**src/rtl/calc_pkg.sv**
```systemverilog
// Shared definitions for the calculator operand-entry path: FSM state codes
// and the default operand width.
package calc_pkg;

    localparam int DEFAULT_WIDTH = 5;

    typedef logic [1:0] estado_t;

    localparam estado_t ST_IDLE   = 2'b00;
    localparam estado_t ST_WAIT_B = 2'b01;
    localparam estado_t ST_DONE   = 2'b10;

endpackage

```
**src/rtl/control_operandos_antirrebote.sv**
```systemverilog
// Pushbutton front-end: multi-stage synchroniser, counter-based debounce and a
// one-cycle pulse on each accepted press (release edges are silent).
module antirrebote #(
    parameter int SYNC_STAGES  = 2,
    parameter int DEBOUNCE_CYC = 16
) (
    input  logic clk,
    input  logic rst_n,
    input  logic btn_in,
    output logic pulse
);

    localparam int             CW       = $clog2(DEBOUNCE_CYC + 1);
    localparam logic [CW-1:0]  CNT_LAST = CW'(DEBOUNCE_CYC - 1);

    logic [SYNC_STAGES-1:0] sync_q, sync_d;
    logic                   stable_q, stable_d;
    logic [CW-1:0]          cnt_q, cnt_d;
    logic                   pulse_q, pulse_d;
    logic                   synced;

    assign synced = sync_q[SYNC_STAGES-1];

    always_comb begin
        // NOTE: every signal gets a default before any branch, so no path leaves it unassigned and no latch is inferred.
        sync_d   = {sync_q[SYNC_STAGES-2:0], btn_in};
        stable_d = stable_q;
        cnt_d    = '0;
        pulse_d  = 1'b0;
        // Any cycle where the synced input agrees with the accepted level restarts the count.
        if (synced != stable_q) begin
            if (cnt_q == CNT_LAST) begin
                stable_d = synced;
                pulse_d  = synced;
            end else begin
                cnt_d = cnt_q + CW'(1);
            end
        end
    end

    always_ff @(posedge clk or negedge rst_n) begin
        if (!rst_n) begin
            sync_q   <= '0;
            stable_q <= 1'b0;
            cnt_q    <= '0;
            pulse_q  <= 1'b0;
        end else begin
            // NOTE: non-blocking assignments so every flop samples the pre-edge values, matching real hardware.
            sync_q   <= sync_d;
            stable_q <= stable_d;
            cnt_q    <= cnt_d;
            pulse_q  <= pulse_d;
        end
    end

    assign pulse = pulse_q;

endmodule

```
**src/rtl/control_operandos.sv**
```systemverilog
// Operand-entry sequencer: captures operand A then B from the switches on
// successive LOAD presses and offers {op_a, op_b} over a valid/ready handshake.
module control_operandos
    import calc_pkg::*;
#(
    parameter int WIDTH        = DEFAULT_WIDTH,
    parameter int SYNC_STAGES  = 2,
    parameter int DEBOUNCE_CYC = 16
) (
    input  logic               clk,
    input  logic               rst_n,
    input  logic [WIDTH-1:0]   sw,
    input  logic               btn_load,
    input  logic               btn_clear,
    input  logic               word_ready,
    output logic [WIDTH-1:0]   op_a,
    output logic [WIDTH-1:0]   op_b,
    output logic [2*WIDTH-1:0] word,
    output logic               word_valid,
    output logic [1:0]         estado
);

    logic load_pulse, clear_pulse;

    antirrebote #(
        .SYNC_STAGES (SYNC_STAGES),
        .DEBOUNCE_CYC(DEBOUNCE_CYC)
    ) u_ar_load (
        .clk   (clk),
        .rst_n (rst_n),
        .btn_in(btn_load),
        .pulse (load_pulse)
    );

    antirrebote #(
        .SYNC_STAGES (SYNC_STAGES),
        .DEBOUNCE_CYC(DEBOUNCE_CYC)
    ) u_ar_clear (
        .clk   (clk),
        .rst_n (rst_n),
        .btn_in(btn_clear),
        .pulse (clear_pulse)
    );

    estado_t          state_q, state_d;
    logic [WIDTH-1:0] op_a_q, op_a_d;
    logic [WIDTH-1:0] op_b_q, op_b_d;

    always_comb begin
        state_d = state_q;
        op_a_d  = op_a_q;
        op_b_d  = op_b_q;
        case (state_q)
            ST_IDLE: begin
                if (load_pulse) begin
                    op_a_d  = sw;
                    op_b_d  = '0;
                    state_d = ST_WAIT_B;
                end
            end
            ST_WAIT_B: begin
                if (load_pulse) begin
                    op_b_d  = sw;
                    state_d = ST_DONE;
                end
            end
            ST_DONE: begin
                // Operands are held after acceptance so the display keeps the last word.
                if (word_ready) state_d = ST_IDLE;
            end
            default: state_d = ST_IDLE;
        endcase
        // Clear overrides a same-cycle load or handshake.
        if (clear_pulse) begin
            op_a_d  = '0;
            op_b_d  = '0;
            state_d = ST_IDLE;
        end
    end

    always_ff @(posedge clk or negedge rst_n) begin
        if (!rst_n) begin
            state_q <= ST_IDLE;
            op_a_q  <= '0;
            op_b_q  <= '0;
        end else begin
            state_q <= state_d;
            op_a_q  <= op_a_d;
            op_b_q  <= op_b_d;
        end
    end

    assign op_a       = op_a_q;
    assign op_b       = op_b_q;
    assign word       = {op_a_q, op_b_q};
    assign word_valid = (state_q == ST_DONE);
    assign estado     = state_q;

endmodule

```
**config.mk**
```make
export PLATFORM = sky130hd
export DESIGN_NAME = control_operandos
export DESIGN_NICKNAME = d
export VERILOG_FILES = /design/src/rtl/calc_pkg.sv /design/src/rtl/control_operandos_antirrebote.sv /design/src/rtl/control_operandos.sv
export SDC_FILE = /design/constraint.sdc
export NUM_CORES = 1
export LEC_CHECK = 0
export BUFFER_PORTS_ARGS = -buffer_cell sky130_fd_sc_hd__buf_2
export CORE_MARGIN = 4
export CORE_UTILIZATION = 51
export CTS_CLUSTER_DIAMETER = 200
export DETAILED_ROUTE_END_ITERATION = 6
export PLACE_DENSITY_LB_ADDON = 0.12
export SYNTH_ARGS = -nofsm -noshare
export SYNTH_HDL_FRONTEND = slang
export SYNTH_SLANG_ARGS = --single-unit
```
**constraint.sdc**
```tcl
create_clock -name clk -period 1.71 [get_ports clk]
set_input_delay 0.0855 -clock clk [delete_from_list [all_inputs] [get_ports clk]]
set_output_delay 0.0855 -clock clk [all_outputs]
set_load 0.02 [all_outputs]
```
==> impl_metrics.ini, run 1 <==
[status]
status = finished clean

[worst_setup_path]
crit_arrival_ns = 1.32
cp-end-kind = output port
critPathLaunch = estado[0]
rr_startpoint = u_ar_load.cnt_q[0]
timing.setup.critical_path_class = flip-flop to output port
r2r_cells = 4
crit_fanout = 15
ff2ff_setup_slack_ns = 0.43
required_ns = 1.62
regToRegEndpoint = u_ar_load.stable_q
setup.worst_path.end = word_valid
cp-start-kind = flip-flop

[cells_and_area]
regArea_um2 = 751
fillers = 192
antenna_cells = 0
multi_input_comb_area_um2 = 398
drive_above_1_share_pct = 27.5
area_growth_syn_to_layout_pct = 19.6
nets = 160

[yosys]
syn_inst = 114
synth.cell_area_um2 = 1250
synthArstFlopShare_pct = 100
synth_flop_cell = dfrtp_1
synth_area_per_cell_um2 = 11.0
syn_nets = 126
yosysUniqueCellTypes = 22
synth_common_cells = 30 x dfrtp_1, 12 x buf_4, 10 x a21oi_1, 10 x nand2_1
synth_warnings = 0
yosysTopAreaCellShare_pct = 59.9
ys_seq_area_share_pct = 59.9
synth-seq-cells = 30
yosysTopAreaCell = dfrtp_1
synth_edf_count = 0
synth.most_common_cell = dfrtp_1
yosys-top-cells-area = dfrtp_1 60%, buf_4 7.2%, xor2_1 4.2%

[routing]
antenna_left = 0
drt_iter0_drc = 15
wire_per_inst_um = 13.1
post-route-drc-count = 0
top_layer_used = met4
via_per_inst = 5.00
met2RoutedLength_um = 1160
routed-wl-met3_um = 145
met1_length_um = 935
dr.pass1.iters = 4
totalWireLength_um = 2320
num_vias = 885

[timing]
max_clock_freq_mhz = 711
fin_setup_tns_ns = 0
setup_viol = 0
timing.final.crit_share_pct = 82.3
clock_skew_ns = 0.00797
hold_violations = 0
rsz0062_at_grt = false
drv_slew = 0
timing.hold.ws_ns = 0.102
fin_crit_ns = 1.41
max_slew_margin_pct = 57.2
tightest_slew_ns = 0.642

[cts]
cts_made_buffers = 5
cts_max_level = 2
cts.sinks = 30
clkTransAtPathRegs_ns = 0.10
cts_root_buffer = clkbuf_4
cts_tree = yes
cts_max_path_buffers = 2
clk_latency_ns = 0.33

[die]
die_w_um = 57.6
start_util_pct = 55.1
die_h_um = 57.6
coreArea_um2 = 2280
std_cell_rows = 17
pin_count = 33
dieArea_um2 = 3320

[global_routing]
grt_pass1_vias = 878
grt_use_total_pct = 15.9
grt_antenna_before_repair = 0
grt_max_degree = 31
grt_pass1_wl_um = 3820
grt-ovfl-total = 0

[placement]
gp_congestion = 0.749
hpwl_um = 1620
io_buffers = 32

[power_and_ir_drop]
p_per_area_nw_per_um2 = 831
leakagePower_uw = 0.000732
ir_drop_mv = 0.758

[hold_path]
min_from = word_ready
hold_class = primary input to flip-flop

[run]
cap_violations = 0
==> how the worst min path moves through the flow <==
stage | to | slack, ns | depth (start not counted)
after CTS | op_a[2] | 0.009 | 3
after global placement | u_ar_clear.cnt_q[4] | 0.15 | 1
final | estado[1] | 0.10 | 4
after floorplan | estado[0] | -0.21 | 0
after detailed placement | u_ar_clear.cnt_q[2] | 0.15 | 1
after global routing | estado[1] | 0.10 | 4
==> cell usage in the layout, fill, tap and decap left out, drive strengths merged <==
| cell | n |
|---|---|
| a22oi | 1 |
| nor3 | 1 |
| clkinvlp | 1 |
| o21ai | 7 |
| mux2 | 2 |
| nor2 | 9 |
| nor3b | 1 |
| ha | 2 |
| xnor2 | 1 |
| a21oi | 10 |
| inv | 3 |
| nand3 | 9 |
| clkbuf | 6 |
| nor2b | 1 |
| nand2b | 1 |
| nand2 | 10 |
| xor2 | 6 |
| buf | 32 |
| and2b | 1 |
| dfrtp | 30 |
| and2 | 2 |
| and3 | 2 |
| clkinv | 1 |
| nor4b | 2 |
| dlygate4sd3 | 8 |
==> metrics by stage <==
| stage | area (um2) | total power (uW) | setup WS, ns | util [%] | cells |
|---|---|---|---|---|---|
| CTS | 1490 | 1260 | 0.323 | 65.4 | 176 |
| detailed placement | 1360 | 806 | 0.423 | 59.5 | 161 |
| global route | 1500 | 1320 | 0.187 | 65.9 | 177 |
| global placement | 1360 | 804 | 0.456 | 59.5 | 161 |
| finish | 1500 | 1250 | 0.303 | 65.9 | 177 |
| floorplan | 1250 | 774 | 0.493 | - | 114 |
==> registers in the layout (all words and copies together) (netlist names) <==
signal / count
u_ar_load.cnt_q: 5
u_ar_load.pulse: 1
u_ar_clear.stable_q: 1
u_ar_clear.cnt_q: 5
estado: 2
op_b: 5
u_ar_clear.sync_q: 2
u_ar_load.sync_q: 2
op_a: 5
u_ar_load.stable_q: 1
u_ar_clear.pulse: 1
==> area by class of cell <==
cell class              instances  area share, %
inverters                       3          0.751
clock inverters                 2          0.835
multi-input cells              68           26.5
flip-flops and latches         30           50.1
clock buffers                   6           3.42
repair buffers                 40           16.0
well taps                      28           2.34
==> critical path, stage by stage, from the launching register on <==
cell	delay (ns)
dfrtp_1	0.56
nor2b_1	0.23
buf_2	0.20
==> power by group <==
part,switching [uW],internal [uW]
clock,244,197
combinational,34.4,32.8
sequential,11.4,726
total,290,956
==> metal layers <==
layer	GRT usage, %	up-vias
li1	-	440
met1	17.2	407
met2	26.3	29
met3	4.75	9
met4	10.9	0
met5	0	-
==> cell families (layout without fill, tap and decap cells) <==
group,count (synthesis),count (layout),synth area share (%)
mux,2,2,1.80
buf+inv,16,51,8.38
xor+xnor,7,7,4.89
fa+ha+maj,2,2,2.00
flops,30,30,59.9
simple gates,39,39,15.7
compound gates,18,18,7.39
==> what timing repair did <==
item | in CTS | in global routing
endpoints found under the hold margin | 36 | 1
hold buffers | 7 | 1
resized for setup | 0 | 0
buffers inserted | 0 | 0
Note: power is estimated with default switching activity, not from simulation.
==> inputs of run 2 (changes only) <==
--- a/config.mk
+++ b/config.mk
@@ -5,9 +5,10 @@
 export SDC_FILE = /design/constraint.sdc
 export NUM_CORES = 1
 export LEC_CHECK = 0
+export ABC_AREA = 1
 export BUFFER_PORTS_ARGS = -buffer_cell sky130_fd_sc_hd__buf_2
 export CORE_MARGIN = 4
-export CORE_UTILIZATION = 51
+export CORE_UTILIZATION = 47
 export CTS_CLUSTER_DIAMETER = 200
 export DETAILED_ROUTE_END_ITERATION = 6
 export PLACE_DENSITY_LB_ADDON = 0.12
==> constraint.sdc (replaced) <==
create_clock -name clk -period 1.2 [get_ports clk]
set_input_delay 0.06 -clock clk [delete_from_list [all_inputs] [get_ports clk]]
set_output_delay 0.06 -clock clk [all_outputs]
set_load 0.02 [all_outputs]
==> impl_metrics.ini, run 2 <==
[worst_setup_path]
slowest_stage = dfrtp_2
critPathLaunch = estado[0]
timing.setup.critical_path_class = flip-flop to output port
path_cells = nor2_2 > buf_4
regToRegEndpoint = u_ar_load.cnt_q[1]
critical-path-max-stage-delay_ns = 0.45
cp-end-kind = output port
rr_startpoint = u_ar_load.cnt_q[0]
ff2ff_setup_slack_ns = 0.13
required_ns = 1.14
r2r_cells = 4
crit_fanout = 6
crit_arrival_ns = 1.09
path_delay_family = flip-flops
cp-start-kind = flip-flop
critPathBufInv = 1

[yosys]
synthArstFlopShare_pct = 100
ys_seq_area_share_pct = 55.7
syn_inst = 156
synth_warnings = 0
syn_nets = 168
synth_flop_cell = dfrtp_1
synth.cell_area_um2 = 1350
yosysTopAreaCell = dfrtp_1
yosysUniqueCellTypes = 14
yosysTopAreaCellShare_pct = 55.7
synth.most_common_cell = nand2_1
synth-seq-cells = 30
synth_common_cells = 48 x nand2_1, 30 x dfrtp_1, 22 x nor2_1, 14 x inv_1, 12 x buf_4
synth_area_per_cell_um2 = 8.64
yosys-top-cells-area = dfrtp_1 56%, nand2_1 13%, buf_4 6.7%
synth_edf_count = 0

[global_routing]
grt_use_total_pct = 14.8
grt-ovfl-total = 0
grt_pass1_wl_um = 3950
grt_antenna_before_repair = 0
grt_max_degree = 18
grt_pass1_vias = 991

[timing]
rsz0062_at_grt = false
max_slew_margin_pct = 74.2
timing.hold.ws_ns = 0.00629
hold_violations = 0
tightest_slew_ns = 0.386
fin_setup_tns_ns = 0
max_clock_freq_mhz = 872
setup_viol = 0
drv_slew = 0
clock_skew_ns = 0.00720
timing.final.crit_share_pct = 95.6
fin_crit_ns = 1.15

[power_and_ir_drop]
p_per_area_nw_per_um2 = 1340
p_sw_share_pct = 19.6
ir_drop_mv = 1.30
clock_power_share_pct = 47.7
seq_power_share_pct = 47.4
leakagePower_uw = 0.000817
p_int_uw = 1790
switching_power_uw = 435
p_comb_share_pct = 4.9

[hold_path]
min_to = op_a[2]
hold_class = primary input to flip-flop
min_from = sw[2]
min_path_cells = 3

[die]
coreArea_um2 = 2760
std_cell_rows = 19
start_util_pct = 48.9
die_h_um = 61.5
dieArea_um2 = 3790
die_w_um = 61.5
pin_count = 33

[routing]
antenna_left = 0
post-route-drc-count = 0
via_per_inst = 4.85
drt_iter0_drc = 30
wire_per_inst_um = 11.0
totalWireLength_um = 2440
num_vias = 1077
dr.pass1.iters = 4

[cts]
clk_latency_ns = 0.33
cts_root_buffer = clkbuf_4
cts_made_buffers = 5
cts_max_path_buffers = 2
cts_tree = yes
cts_max_level = 2
cts.sinks = 30
clkTransAtPathRegs_ns = 0.09

[cells_and_area]
final_area_um2 = 1660
drive_above_1_share_pct = 26.2
final_util_pct = 60.0
antenna_cells = 0
area_growth_syn_to_layout_pct = 22.8
nets = 202
mostFrequentLayoutCells = 48 x nand2_1, 31 x buf_2, 28 x dfrtp_1
final_common_cell = nand2_1
fillers = 263

[status]
status = finished clean

[placement]
io_buffers = 32
hpwl_um = 1800
gp_congestion = 0.837
place_area_um2 = 1480

[run]
cap_violations = 0
run 2: changes by cell type in the layout (fill, tap and decap cells not counted), moves of 3 or more:
cell / delta
a21oi_1: -9
nand2_1: +38
dlygate4sd3_1: -3
o21ai_1: -7
xor2_1: -6
inv_1: +11
nor2_1: +11
nand4_1: +9
run 2: worst max-delay path by stage:
stage	endpoint	slack, ns	depth (start not counted)
global placement	u_ar_clear.cnt_q[1]	0.17	4
finish	word_valid	0.05	2
CTS	word_valid	0.005	2
global route	word_valid	0.006	2
floorplan	estado[1]	0.02	4
detailed placement	u_ar_load.cnt_q[1]	0.13	4
run 2: layout make-up:
class | count | area (um2) | share of cell area (%)
clock buffers | 6 | 51.3 | 3.10
clock inverters | 2 | 60.1 | 3.63
inverters | 16 | 60.1 | 3.63
multi-input cells | 98 | 452 | 27.3
flip-flops and latches | 30 | 753 | 45.5
well taps | 31 | 38.8 | 2.34
repair buffers | 39 | 240 | 14.5
run 2: power by group through the flow:
| stage | sequential, uW | clock, uW | combinational (uW) |
|---|---|---|---|
| 2_1_floorplan | 1070 | 0 | 44.4 |
| 3_3_place_gp | 1070 | 0 | 96.7 |
| 3_5_place_dp | 1080 | 0 | 99.2 |
| 4_1_cts | 1060 | 1090 | 112 |
| 5_1_grt | 1060 | 1130 | 128 |
| 6_report | 1060 | 1060 | 109 |
run 2: per-layer routing:
metal | GRT usage, % | up-vias | wire (um)
met2 | 25.4 | 31 | 1120
met3 | 3.77 | 10 | 198
met1 | 15.8 | 485 | 1030
li1 | - | 551 | -
met4 | 10.0 | 0 | 89
met5 | 0 | - | 0
run 2: per-stage QoR:
| stage | power (uW) | setup slack, ns | cells |
|---|---|---|---|
| after floorplan | 1120 | 0.0176 | 156 |
| after global placement | 1170 | 0.173 | 208 |
| after detailed placement | 1170 | 0.126 | 208 |
| after CTS | 2250 | 0.00510 | 222 |
| after global routing | 2320 | 0.00619 | 222 |
| final | 2230 | 0.0530 | 222 |
run 2: repair_timing:
| action | CTS | global route |
|---|---|---|
| gates resized for setup | 1 | 4 |
| setup buffers | 1 | 0 |
| hold buffers | 5 | 0 |
| setup endpoints to repair | 1 | 2 |
| hold endpoints to repair | 34 | 0 |
| pin swaps | 0 | 0 |
run 2: cells by family (layout without fill, tap and decap cells):
kind of cell,after synthesis,in the layout,synth area share (%)
AND/OR/NAND/NOR,90,90,27.8
buffers and inverters,28,63,11.1
flip-flops,30,30,55.7
XOR/XNOR,2,2,1.30
AO/OA/AOI/OAI,4,4,2.23
adder cells (fa/ha/maj),2,2,1.86
run 2: worst reg2reg max path, delay by kind of cell, from the launching register on:
| family | cells | cell delay (ns) |
|---|---|---|
| adder cells (fa/ha/maj) | 1 | 0.25 |
| flip-flops | 1 | 0.42 |
| AND/OR/NAND/NOR | 3 | 0.34 |
